<file path="src/rtl/bp_pkg.sv">
// rtl/bp_pkg.sv - shared types and saturating-counter helpers for the gshare predictor
package bp_pkg;

    localparam int CTR_MAX_BITS = 16;

    // Wide counter container; each instance casts to its own CTR_BITS (limit CTR_MAX_BITS).
    typedef logic [CTR_MAX_BITS-1:0] ctr_t;

    typedef enum logic {
        INIT  = 1'b0,
        READY = 1'b1
    } state_e;

    typedef enum logic [1:0] {
        WR_SET = 2'd0,
        WR_INC = 2'd1,
        WR_DEC = 2'd2
    } wr_op_e;

    function automatic ctr_t ctr_max(input int unsigned bits);
        return ctr_t'((32'd1 << bits) - 32'd1);
    endfunction

    function automatic ctr_t weak_nt(input int unsigned bits);
        return ctr_t'((32'd1 << (bits - 1)) - 32'd1);
    endfunction

    function automatic ctr_t sat_inc(input ctr_t v, input int unsigned bits);
        return (v >= ctr_max(bits)) ? v : v + ctr_t'(1);
    endfunction

    function automatic ctr_t sat_dec(input ctr_t v);
        return (v == '0) ? v : v - ctr_t'(1);
    endfunction

endpackage

</file>
<file path="src/rtl/pht_ram.sv">
// rtl/pht_ram.sv - pattern history table: registered read, read-modify-write update port
module pht_ram
    import bp_pkg::*;
#(
    parameter int IDX_BITS = 10,
    parameter int CTR_BITS = 2
) (
    input  logic                clk_i,
    input  logic                rst_ni,
    input  logic                rd_en_i,
    input  logic [IDX_BITS-1:0] rd_addr_i,
    output logic [CTR_BITS-1:0] rd_data_o,
    input  logic                wr_en_i,
    input  logic [IDX_BITS-1:0] wr_addr_i,
    input  wr_op_e              wr_op_i,
    input  logic [CTR_BITS-1:0] wr_data_i
);

    localparam int DEPTH = 1 << IDX_BITS;

    logic [CTR_BITS-1:0] mem_q [DEPTH];
    logic [CTR_BITS-1:0] wr_cur;
    logic [CTR_BITS-1:0] wr_next;
    logic [CTR_BITS-1:0] rd_q;

    assign wr_cur = mem_q[wr_addr_i];

    always_comb begin
        wr_next = wr_data_i;
        case (wr_op_i)
            WR_INC:  wr_next = CTR_BITS'(sat_inc(ctr_t'(wr_cur), CTR_BITS));
            WR_DEC:  wr_next = CTR_BITS'(sat_dec(ctr_t'(wr_cur)));
            default: wr_next = wr_data_i;
        endcase
    end

    // Storage has no reset; the owner sweeps it after reset.
    always_ff @(posedge clk_i) begin
        if (wr_en_i) begin
            mem_q[wr_addr_i] <= wr_next;
        end
    end

    // Non-blocking read of the same array gives read-before-write on a shared address.
    always_ff @(posedge clk_i or negedge rst_ni) begin
        if (!rst_ni) begin
            rd_q <= '0;
        end else if (rd_en_i) begin
            rd_q <= mem_q[rd_addr_i];
        end
    end

    assign rd_data_o = rd_q;

endmodule

</file>
<file path="src/rtl/gshare_predictor.sv">
// rtl/gshare_predictor.sv - gshare branch predictor top; GSHARE_STATS_EN adds update/mispredict counters
module gshare_predictor
    import bp_pkg::*;
#(
    parameter int IDX_BITS = 10,
    parameter int HIST_LEN = 8,
    parameter int CTR_BITS = 2,
    parameter int IDX_LSB  = 0
) (
    input  logic                clk_i,
    input  logic                rst_ni,
    input  logic                predict_en_i,
    input  logic [31:0]         pred_idx_i,
    output logic                prediction_o,
    output logic                pred_valid_o,
    output logic [HIST_LEN-1:0] pred_hist_o,
    input  logic                update_en_i,
    input  logic [31:0]         idx_i,
    input  logic [HIST_LEN-1:0] upd_hist_i,
    input  logic                br_result_i,
    input  logic                correct_i,
    output logic                ready_o
`ifdef GSHARE_STATS_EN
    ,
    output logic [31:0]         upd_cnt_o,
    output logic [31:0]         mispred_cnt_o
`endif
);

    state_e                state_q;
    logic [IDX_BITS-1:0]   ptr_q;
    logic                  ready_q;
    logic [HIST_LEN-1:0]   ghr_q;
    logic [HIST_LEN-1:0]   ghr_d;
    logic [HIST_LEN-1:0]   ghr_shift;
    logic [HIST_LEN-1:0]   pred_hist_q;
    logic                  pred_valid_q;

    logic                  accept_pred;
    logic                  accept_upd;
    logic [IDX_BITS-1:0]   pred_index;
    logic [IDX_BITS-1:0]   upd_index;

    logic                  ram_wr_en;
    logic [IDX_BITS-1:0]   ram_wr_addr;
    wr_op_e                ram_wr_op;
    logic [CTR_BITS-1:0]   ram_wr_data;
    logic [CTR_BITS-1:0]   ram_rd_data;

    assign accept_pred = (state_q == READY) && predict_en_i;
    assign accept_upd  = (state_q == READY) && update_en_i;

    assign pred_index = pred_idx_i[IDX_LSB +: IDX_BITS] ^ IDX_BITS'(ghr_q);
    assign upd_index  = idx_i[IDX_LSB +: IDX_BITS] ^ IDX_BITS'(upd_hist_i);

    generate
        if (HIST_LEN == 1) begin : g_hist_one
            assign ghr_shift = br_result_i;
        end else begin : g_hist_multi
            assign ghr_shift = {ghr_q[HIST_LEN-2:0], br_result_i};
        end
    endgenerate

    assign ghr_d = accept_upd ? ghr_shift : ghr_q;

    // The single write port is shared by the init sweep and committed updates.
    assign ram_wr_en   = (state_q == INIT) || accept_upd;
    assign ram_wr_addr = (state_q == INIT) ? ptr_q : upd_index;
    assign ram_wr_op   = (state_q == INIT) ? WR_SET : (br_result_i ? WR_INC : WR_DEC);
    assign ram_wr_data = CTR_BITS'(weak_nt(CTR_BITS));

    pht_ram #(
        .IDX_BITS (IDX_BITS),
        .CTR_BITS (CTR_BITS)
    ) u_pht (
        .clk_i     (clk_i),
        .rst_ni    (rst_ni),
        .rd_en_i   (accept_pred),
        .rd_addr_i (pred_index),
        .rd_data_o (ram_rd_data),
        .wr_en_i   (ram_wr_en),
        .wr_addr_i (ram_wr_addr),
        .wr_op_i   (ram_wr_op),
        .wr_data_i (ram_wr_data)
    );

    always_ff @(posedge clk_i or negedge rst_ni) begin
        if (!rst_ni) begin
            state_q <= INIT;
            ptr_q   <= '0;
            ready_q <= 1'b0;
        end else begin
            case (state_q)
                INIT: begin
                    ptr_q <= ptr_q + IDX_BITS'(1);
                    if (ptr_q == '1) begin
                        state_q <= READY;
                        ready_q <= 1'b1;
                    end
                end
                default: begin
                    state_q <= READY;
                    ready_q <= 1'b1;
                end
            endcase
        end
    end

    always_ff @(posedge clk_i or negedge rst_ni) begin
        if (!rst_ni) begin
            ghr_q        <= '0;
            pred_valid_q <= 1'b0;
            pred_hist_q  <= '0;
        end else begin
            ghr_q        <= ghr_d;
            pred_valid_q <= accept_pred;
            if (accept_pred) begin
                pred_hist_q <= ghr_q;
            end
        end
    end

    assign prediction_o = ram_rd_data[CTR_BITS-1];
    assign pred_valid_o = pred_valid_q;
    assign pred_hist_o  = pred_hist_q;
    assign ready_o      = ready_q;

`ifdef GSHARE_STATS_EN
    logic [31:0] upd_cnt_q;
    logic [31:0] mispred_cnt_q;

    always_ff @(posedge clk_i or negedge rst_ni) begin
        if (!rst_ni) begin
            upd_cnt_q     <= '0;
            mispred_cnt_q <= '0;
        end else if (accept_upd) begin
            upd_cnt_q <= upd_cnt_q + 32'd1;
            if (!correct_i) begin
                mispred_cnt_q <= mispred_cnt_q + 32'd1;
            end
        end
    end

    assign upd_cnt_o     = upd_cnt_q;
    assign mispred_cnt_o = mispred_cnt_q;
`endif

    // PC bits outside the index window and the lower counter bits are intentionally unused.
    logic unused_ok;
    assign unused_ok = ^{pred_idx_i, idx_i, correct_i, ram_rd_data};

endmodule

</file>
<file path="config.mk">
export PLATFORM = sky130hd
export DESIGN_NAME = gshare_predictor
export DESIGN_NICKNAME = d
export VERILOG_FILES = /design/src/rtl/bp_pkg.sv /design/src/rtl/pht_ram.sv /design/src/rtl/gshare_predictor.sv
export SDC_FILE = /design/constraint.sdc
export NUM_CORES = 2
export LEC_CHECK = 0
export CAP_MARGIN = 20
export CORE_ASPECT_RATIO = 1.1
export CORE_MARGIN = 2
export CORE_UTILIZATION = 49
export CTS_BUF_LIST = sky130_fd_sc_hd__clkbuf_8
export DETAILED_ROUTE_END_ITERATION = 7
export GPL_ROUTABILITY_DRIVEN = 0
export PLACE_DENSITY_LB_ADDON = 0.12
export SYNTH_ARGS = -nofsm -noshare
export SYNTH_HDL_FRONTEND = slang
export SYNTH_SLANG_ARGS = --single-unit
</file>
<file path="constraint.sdc">
create_clock -name clk_i -period 74.8 [get_ports clk_i]
set_input_delay 7.48 -clock clk_i [delete_from_list [all_inputs] [get_ports clk_i]]
set_output_delay 7.48 -clock clk_i [all_outputs]
set_load 0.03 [all_outputs]
</file>
==> flow_summary.ini <==
[flow_run]
drv_cap = 0

[finish]
final_cell_mix = 2048 x edfxtp_1, 1080 x nor2_1, 937 x nand2_1
syn2layout_area_growth_pct = 10.6
fillCellCount = 16000
seqCellArea_mm2 = 0.0623
fin_cells = 9794
post-route-util = 0.547
fin_nets = 7082
multi_input_area_mm2 = 0.0303
drive_gt1_frac = 0.142
final_common_cell = edfxtp_1

[clocking]
cts_buffer_depth = 4
cts_made_buffers = 349
htreeDepth = 5
clkSinkCount = 2078
cts_resized = 0
clk_latency_ps = 1080
post_cts_buffers = 0
root_buffer = clkbuf_8
clk_pin_slew_ps = 60
hold_buffers = 0
cts_tree = built

[pwr]
power_switching_uw = 472
intPower_mw = 1.73
pwr-share-comb = 0.012
p_sw_frac = 0.214
max-vdd-ir-drop_uv = 14.0
power_frac_seq = 0.571
total_power_mw = 2.20
pwr-share-clk = 0.417
p_per_area_mw_per_mm2 = 21.1
p_leak_nw = 38.0

[setup_path]
worst_path_max_delay_cell = buf_4
required_ps = 75510
slowest_delay_ps = 950
startpoint_type = input pin
cp_max_fo = 138
reg2reg_slack_ps = 64700
cp-end-kind = register
crit_family = buffers and inverters
cp.buffers_inverters = 6
worstReg2RegStart = state_q
crit_type = input pin to register
path_depth = 17
cp_common_cell = buf_4
path_cells = clkdlybuf4s50_1 > xor2_1 > a21o_4 > buf_4 > buf_12 > buf_12 > mux2i_1 > mux2i_1 > o22ai_1 > nor3_1 > a21oi_1 > o41ai_2 > nand4_1 > nor4_1 > a211o_4 > buf_4 > buf_4
ff2ff_path_depth = 16
cp.arrival_ps = 17040
worstReg2RegEnd = u_pht.mem_q[966][1]
cp-endpoint = u_pht.mem_q[966][1]
startpoint = idx_i[0]

[synthesis]
synthFlopType = edfxtp_1
synth_top_cell_by_area = edfxtp_1
synth.avg_cell_area_um2 = 13.5
synth_area_mm2 = 0.0944
synth_compound_area_frac = 0.0459
synth_edf_count = 2048
synth_top_family_by_area = multiplexers
synthSimpleGateAreaFrac = 0.104
synth_fa_ha_area_frac = 0.000133
synthArstFlopShare = 0.0144
synth_top_area_frac = 0.652
synth-seq-cells = 2078
synth_nets = 7083
synth_cell_types = 41
ys_seq_area_frac = 0.660
synth_xor_area_frac = 0.00232
synth.area.mux_share = 0.162
ys_top_cells_by_area = edfxtp_1 65%, mux4_2 8.0%, mux2i_1 8.0%
syn_inst = 7004
yosys_warnings = 0

[timing]
final.setup.tns_ps = 0
hold_violations = 0
clock_skew_ps = 80.5
worst_pin_slew_ps = 1300
maxSlewViolCount = 0
slew-limit-headroom = 0.131
finalCriticalPeriod_ps = 16340
rsz0062_at_grt = false
fin_ws_ps = 58460
fmax_mhz = 61.2
period_share = 0.218
setup_viol = 0

[floorplanning]
start_util = 0.494
die_w_um = 422
core_area_mm2 = 0.191
rows = 168
pin_count = 89
die_area_mm2 = 0.196
die_y_um = 464

[placement]
place_ws_ps = 57350
io_buffers = 43
dp_cells = 9192
dp.final_hpwl_um = 163000

[global_route]
use_met3 = 0.0617
antenna_found_initial = 17
grt_pass1_vias = 61100
grt_usage = 0.308
grt.overflow.total = 0
grt_max_degree = 241
grt_pass1_wl_um = 436000
grtUsageMet1 = 0.433
grtUsageMet2 = 0.476
grt-busiest-layer = met2

[drt]
via_per_inst = 6.40
wire_per_inst_um = 31.2
drtIter0Drc = 8932
wirelength_um = 306000
drtPass1Iterations = 8
via_count = 62600
drc = 1
ant_nets = 0

[worst_hold_path]
hp-class = register to register
min-delay-start = ready_o

[outcome]
failed_checks = DRC
status = finished with violations
-- cell families after synthesis --
group                    count (synthesis)
XOR/XNOR                                25
AND/OR/NAND/NOR                       2472
multiplexers                          1107
buffers and inverters                  588
flip-flops                            2078
adder cells (fa/ha/maj)                  1
AO/OA/AOI/OAI                          733
-- state kept, by name (all words and copies together), names as in the netlist --
name,cells
u_pht.mem_q,2048
ptr_q,10
ghr_q,8
pred_hist_o,8
pred_valid_o,1
ready_o,1
state_q,1
u_pht.rd_data_o,1
-- power groups by stage --
stage	Sequential (mW)	Combinational [mW]	Clock [mW]
after floorplan	1.28	0.0154	0
after global placement	1.28	0.0269	0
after detailed placement	1.28	0.0269	0
after CTS	1.26	0.0269	0.929
after global routing	1.26	0.0277	0.980
final	1.26	0.0268	0.918
-- synthesized netlist by cell type (20+ instances only) --
cell type	count
nor3_1	44
clkbuf_1	373
edfxtp_1	2048
mux4_2	337
o22ai_1	181
buf_2	131
a21oi_1	375
o41ai_1	20
nand2_1	969
nor4_1	21
a31oi_1	20
nor2_1	1084
dfrtp_1	30
nand3_1	336
buf_1	78
a22oi_1	97
mux2i_1	753
-- worst register-to-register path: cells and delay by family (launching register included) --
kind                   cells  cell delay (ps)
buffers and inverters      5             4030
AOI/OAI and AO/OA          5             2640
and+or+nand+nor            4             1730
DFF                        1              730
muxes                      2              560
-- worst min-delay path by stage --
stage                          end  slack (ps)  cells past startpoint
after global placement     ready_o         460                      1
after CTS                  ready_o         480                      1
final                      ready_o         480                      1
after global routing       ready_o         490                      1
after detailed placement   ready_o         460                      1
after floorplan           ptr_q[7]         460                      1
-- cell type report --
cell class | count | share of cell area
flip-flops and latches | 2078 | 0.597
multi-input cells | 4338 | 0.290
clock buffers | 357 | 0.0471
well taps | 2550 | 0.0306
repair buffers | 231 | 0.0243
clock inverters | 227 | 0.0106
diodes | 8 | 0.000192
inverters | 5 | 0.000180
-- layer usage --
layer	part of all wire	wire, µm	vias up
met1	0.40	122000	32200
met5	0.00029	89	-
met3	0.10	30800	608
met4	0.039	12000	14
met2	0.46	141000	3549
li1	-	-	26300
-- per-stage QoR --
stage,hold slack [ps],cell area [µm²]
3_3_place_gp,459,97600
4_1_cts,475,104000
2_1_floorplan,456,94400
3_5_place_dp,461,98100
6_report,475,104000
5_1_grt,486,104000
(Power assumes the default switching activity.)
